### src/rtl/fdiv_pipe.sv
// fdiv_pipe: pipelined single-precision divider, y = x1 * finv(x2), 5-cycle latency.
// Ports: clk, rstn (async active-low), valid_in, x1, x2, tag_in -> valid_out, y, tag_out.
// finv: 3-stage reciprocal unit (no reset, no handshake), x in -> y three edges later.
// Ports: clk, x (divisor), y (registered reciprocal).

module finv (
    input  logic        clk,
    input  logic [31:0] x,
    output logic [31:0] y
);
    logic [31:0] x_q;
    logic [31:0] r_q;
    logic [31:0] recip;
    logic [48:0] num;
    logic [48:0] den;
    logic [48:0] qf;
    logic [25:0] q;
    logic signed [9:0] ex;
    logic [22:0] mant;
    logic unused_bits;

    // 2^48 / {1,m} lands in (2^24, 2^25]; bit 25 is set only for m == 0.
    always_comb begin
        num  = 49'h1_0000_0000_0000;
        den  = {25'b0, 1'b1, x_q[22:0]};
        qf   = num / den;
        q    = qf[25:0];
        ex   = 10'sd0;
        mant = 23'b0;
        if (q[25]) begin
            ex   = 10'sd254 - $signed({2'b0, x_q[30:23]});
            mant = q[24:2];
        end else begin
            ex   = 10'sd253 - $signed({2'b0, x_q[30:23]});
            mant = q[23:1];
        end
        if (ex <= 10'sd0) begin
            recip = {x_q[31], 31'b0};
        end else begin
            recip = {x_q[31], ex[7:0], mant};
        end
    end

    assign unused_bits = ^{qf[48:26], q[0]};

    always_ff @(posedge clk) begin
        x_q <= x;
        r_q <= recip;
        y   <= r_q;
    end
endmodule

module fdiv_pipe #(
    parameter int TAG_W = 5
) (
    input  logic             clk,
    input  logic             rstn,
    input  logic             valid_in,
    input  logic [31:0]      x1,
    input  logic [31:0]      x2,
    input  logic [TAG_W-1:0] tag_in,
    output logic             valid_out,
    output logic [31:0]      y,
    output logic [TAG_W-1:0] tag_out
);
    logic [31:0] r;

    finv u_finv (
        .clk (clk),
        .x   (x2),
        .y   (r)
    );

    // Alignment stages A1..A3; index 2 lines up with finv's output.
    logic [2:0]             v_a;
    logic [2:0][31:0]       x1_a;
    logic [2:0][TAG_W-1:0]  tag_a;
    logic [2:0]             s2_a;
    logic [2:0]             z2_a;

    always_ff @(posedge clk or negedge rstn) begin
        if (!rstn) begin
            v_a   <= '0;
            x1_a  <= '0;
            tag_a <= '0;
            s2_a  <= '0;
            z2_a  <= '0;
        end else begin
            v_a   <= {v_a[1:0], valid_in};
            x1_a  <= {x1_a[1:0], x1};
            tag_a <= {tag_a[1:0], tag_in};
            s2_a  <= {s2_a[1:0], x2[31]};
            z2_a  <= {z2_a[1:0], (x2[30:23] == 8'd0)};
        end
    end

    // Stage M1: sign, biased exponent sum, mantissa product.
    logic [47:0]       ma;
    logic [47:0]       mb;
    logic [47:0]       p_n;
    logic signed [9:0] esum_n;
    logic unused_bits;

    assign ma     = {24'b0, 1'b1, x1_a[2][22:0]};
    assign mb     = {24'b0, 1'b1, r[22:0]};
    assign p_n    = ma * mb;
    assign esum_n = $signed({2'b0, x1_a[2][30:23]})
                  + $signed({2'b0, r[30:23]})
                  - 10'sd127;
    // Sign comes from the pipelined divisor; low product bits are truncated away.
    assign unused_bits = ^{r[31], p_n[22:0]};

    logic              v_m1;
    logic              s_m1;
    logic signed [9:0] esum_m1;
    logic [24:0]       p_m1;
    logic              z1_m1;
    logic              z2_m1;
    logic [TAG_W-1:0]  tag_m1;

    always_ff @(posedge clk or negedge rstn) begin
        if (!rstn) begin
            v_m1    <= 1'b0;
            s_m1    <= 1'b0;
            esum_m1 <= '0;
            p_m1    <= '0;
            z1_m1   <= 1'b0;
            z2_m1   <= 1'b0;
            tag_m1  <= '0;
        end else begin
            v_m1    <= v_a[2];
            s_m1    <= x1_a[2][31] ^ s2_a[2];
            esum_m1 <= esum_n;
            p_m1    <= p_n[47:23];
            z1_m1   <= (x1_a[2][30:23] == 8'd0);
            z2_m1   <= z2_a[2];
            tag_m1  <= tag_a[2];
        end
    end

    // Stage M2: normalise by at most one place, truncate, apply special cases.
    logic signed [9:0] e_n;
    logic [22:0]       mant_n;
    logic [31:0]       y_n;

    always_comb begin
        e_n    = esum_m1;
        mant_n = p_m1[22:0];
        if (p_m1[24]) begin
            e_n    = esum_m1 + 10'sd1;
            mant_n = p_m1[23:1];
        end
        y_n = {s_m1, e_n[7:0], mant_n};
        if (z1_m1) begin
            y_n = {s_m1, 31'b0};
        end else if (z2_m1) begin
            y_n = {s_m1, 8'hFF, 23'b0};
        end else if (e_n >= 10'sd255) begin
            y_n = {s_m1, 8'hFF, 23'b0};
        end else if (e_n <= 10'sd0) begin
            y_n = {s_m1, 31'b0};
        end
    end

    always_ff @(posedge clk or negedge rstn) begin
        if (!rstn) begin
            valid_out <= 1'b0;
            y         <= '0;
            tag_out   <= '0;
        end else begin
            valid_out <= v_m1;
            y         <= y_n;
            tag_out   <= tag_m1;
        end
    end
endmodule

### config.mk
export PLATFORM = sky130hd
export DESIGN_NAME = fdiv_pipe
export DESIGN_NICKNAME = d
export VERILOG_FILES = /design/src/rtl/fdiv_pipe.sv
export SDC_FILE = /design/constraint.sdc
export NUM_CORES = 2
export LEC_CHECK = 0
export ABC_AREA = 1
export BUFFER_PORTS_ARGS = -buffer_cell sky130_fd_sc_hd__buf_2
export CAP_MARGIN = 30
export CORE_MARGIN = 10
export CORE_UTILIZATION = 25
export CTS_BUF_LIST = sky130_fd_sc_hd__clkbuf_4 sky130_fd_sc_hd__clkbuf_8
export DETAILED_ROUTE_END_ITERATION = 10
export PLACE_DENSITY = 0.5
export SYNTH_ARGS = -nofsm -noshare
export SYNTH_HDL_FRONTEND = slang
export SYNTH_SLANG_ARGS = --single-unit
### constraint.sdc
create_clock -name clk -period 105 [get_ports clk]
set_input_delay 21 -clock clk [delete_from_list [all_inputs] [get_ports clk]]
set_output_delay 21 -clock clk [all_outputs]
set_load 0.02 [all_outputs]
==> results_dict.tcl <==
set metrics [dict create \
    syn-cell-area_sq_mm 0.0732 \
    synth-edff-count 0 \
    row_count 198 \
    worstSetupStartpointType "flip-flop" \
    finalSetupTns_ns 0 \
    wl_per_cell_microns 16.2 \
    vias_per_cell 4.58 \
    synth_ff_type "dfrtp_1" \
    cp_max_fo 70 \
    worst_slew_pin_slew_ns 0.938 \
    crit_slowest_cell "inv_1" \
    fillers 32742 \
    seq_area_frac_synth 0.0945 \
    ant_nets 0 \
    drv_cap 0 \
    num_vias 67758 \
    ys_warn_count 0 \
    finalCoreUtilization 0.271 \
    synthArstFlopShare 0.685 \
    hp-start "u_finv.r_q[5]" \
    slowest_delay_ns 0.81 \
    fin_hold_ws_ns 0.320 \
    cts_buffers 50 \
    reg2reg_from "u_finv.x_q[0]" \
    clockBufferDepth 3 \
    die-area_sq_mm 0.315 \
    place_hpwl_microns 192000 \
    totalWireLength_microns 240000 \
    r2r-end "u_finv.r_q[0]" \
    syn_to_final_growth_pct 7.76 \
    cts_num_sinks 295 \
    cts_max_level 2 \
    postCtsSetupRepairBufs 0 \
    ctsHoldBuffers 0 \
    status "finished, final reports clean" \
    rr_worst_depth 479 \
    ys_seq_elements 295 \
    antenna_found_initial 5 \
    synthCells 10841 \
    critPathMostFrequentCell "a21oi_1" \
    drc 0 \
    holdPathStages 0 \
    cp_data_required_time_ns 105.60 \
    hp-class "reg -> reg" \
    grt_pass1_wl_microns 380000 \
    port_buffers 109 \
    drv_slew 0 \
    max_freq_mhz 11.8 \
    rsz0062_at_grt "false" \
    final_hold_viol_count 0 \
    final_nets 12114 \
    drtPass1Iterations 6 \
    seq_area_sq_mm 0.00693 \
    min_period_ns 84.50 \
    critical_path_class "reg -> reg" \
    multiInputGateArea_sq_mm 0.0573 \
    die_y_microns 561 \
    grt_max_degree 97 \
    holdPathEnd "u_finv.y[5]" \
    clock_latency_ns 0.72 \
    cp-end-kind "flip-flop" \
    start_util 0.251 \
    synth_cell_types 92 \
    syn_avg_cell_area_sq_um 6.75 \
    slew_headroom 0.368 \
    cts-resized-gates 0 \
    gp_congestion 0.907 \
    fin_crit_sh 0.805 \
    drive_above_1_share 0.117 \
    drt_iter0_drc 4396 \
    first_global_vias 66719 \
    timing.reg2reg.setup_slack_ns 20.50 \
    clk_pin_slew_worst_paths_ns 0.06 \
    grtUsageTotal 0.148 \
    clock-root-buffer "clkbuf_8" \
    skew_ns 0.0798 \
    setup_viol 0 \
    cts_tree "yes" \
    cp_data_arrival_time_ns 85.10 \
    overflow 0 \
    coreArea_sq_mm 0.291 \
    die_x_microns 561 \
    io_pins 110 \
]
## cell families (layout without fill, tap and decap cells)
family / Yosys count / after routing / synth area share
and+or+nand+nor: 4951 / 4951 / 0.330
other: 1 / 26 / 0.0000512
adders and majority gates: 1200 / 1200 / 0.254
xor gates and xnor gates: 600 / 600 / 0.0724
AOI/OAI and AO/OA: 1645 / 1645 / 0.125
buffers and inverters: 2149 / 2178 / 0.123
DFF: 295 / 295 / 0.0945
## registers in the layout, indices dropped and copies added (netlist names)
name        count
tag_out         5
esum_m1        10
s2_a            3
tag_m1          5
z2_a            3
v_a             3
u_finv.y       31
y              32
z1_m1           1
u_finv.x_q     31
z2_m1           1
x1_a           73
valid_out       1
tag_a          15
u_finv.r_q     31
ma             23
p_m1           25
v_m1            1
s_m1            1
## worst max-delay path: cells and delay by family (launching register included)
| kind | cells | cell delay (ns) |
|---|---|---|
| AOI/OAI and AO/OA | 183 | 36.20 |
| adders and majority gates | 24 | 8.65 |
| and+or+nand+nor | 205 | 26.77 |
| buffers and inverters | 67 | 11.84 |
| DFF | 1 | 0.39 |
## layout make-up
class	instances	area share
Multi-Input combinational cell	8407	0.727
Inverter	1883	0.0920
Sequential cell	295	0.0878
Tap cell	3900	0.0618
Timing Repair Buffer	205	0.0161
Clock buffer	72	0.0117
Clock inverter	18	0.00338
Antenna cell	15	0.000476
## through the flow
step | std cells | worst slack, ns | cell area [sq um]
after global routing | 14794 | 9.76 | 78900
final | 14795 | 20.50 | 78900
after CTS | 14780 | 20.98 | 78900
after detailed placement | 14690 | 21.30 | 77700
after global placement | 14689 | 22.88 | 77700
after floorplan | 10851 | 26.92 | 73300
## cell usage in the layout (no fill, tap or decap), drive strengths merged, types with 15 or more instances in the layout
master	Yosys	final
nand2	2971	2971
nand3b	44	44
a21o	24	24
nor2	930	930
a31oi	25	25
fa	482	482
a211oi	19	19
nand4	201	201
diode	0	15
clkbuf	189	72
o21ai	675	675
dfrtp	202	202
o21bai	67	67
ha	718	718
xnor2	256	256
a21oi	692	692
dfxtp	93	93
a2111oi	26	26
o211ai	34	34
nor3	85	85
o21a	18	18
buf	76	205
inv	1836	1837
o31ai	24	24
xor2	344	344
nand3	615	615
nor4	27	27
clkinv	40	50
or2	64	64
## synthesized netlist by cell type, types with 34 or more instances
cell type | count | share of area
nand2_1 | 2608 | 0.13
o211ai_1 | 34 | 0.0035
inv_1 | 1721 | 0.088
nand3_4 | 36 | 0.0086
o21bai_1 | 67 | 0.0069
nand2_4 | 119 | 0.018
nand3_1 | 469 | 0.032
inv_2 | 97 | 0.0050
o21ai_1 | 52 | 0.0036
nand4_1 | 187 | 0.016
dfxtp_1 | 93 | 0.025
nor3_1 | 77 | 0.0053
nor2_2 | 92 | 0.0079
nand3b_1 | 41 | 0.0042
nor2_1 | 752 | 0.039
o21ai_0 | 600 | 0.041
xnor2_1 | 254 | 0.030
xor2_1 | 340 | 0.041
a21oi_1 | 681 | 0.047
ha_1 | 718 | 0.12
or2_2 | 62 | 0.0053
nand2_2 | 235 | 0.020
dfrtp_1 | 202 | 0.069
fa_1 | 482 | 0.13
nand3_2 | 110 | 0.015
clkbuf_1 | 179 | 0.0092
nor2_4 | 75 | 0.012
## worst max path at each step
stage | slack, ns | start | end
2_1_floorplan | 26.92 | u_finv.x_q[0] | u_finv.r_q[0]
3_3_place_gp | 22.88 | u_finv.x_q[0] | u_finv.r_q[0]
3_5_place_dp | 21.30 | u_finv.x_q[0] | u_finv.r_q[0]
4_1_cts | 20.98 | u_finv.x_q[0] | u_finv.r_q[0]
5_1_grt | 9.76 | u_finv.x_q[0] | u_finv.r_q[0]
6_report | 20.50 | u_finv.x_q[0] | u_finv.r_q[0]
## layer usage
layer / track usage / part of all wire / vias to the layer above
met3: 0.0113 / 0.041 / 221
met2: 0.251 / 0.46 / 1385
li1: - / - / 34535
met4: 0.0293 / 0.021 / 0
met5: 0 / 0 / -
met1: 0.205 / 0.48 / 31617
Power is left out: the tool's default activity adds up to more than one toggle a clock period on the data nets, which glitch-free logic cannot reach.
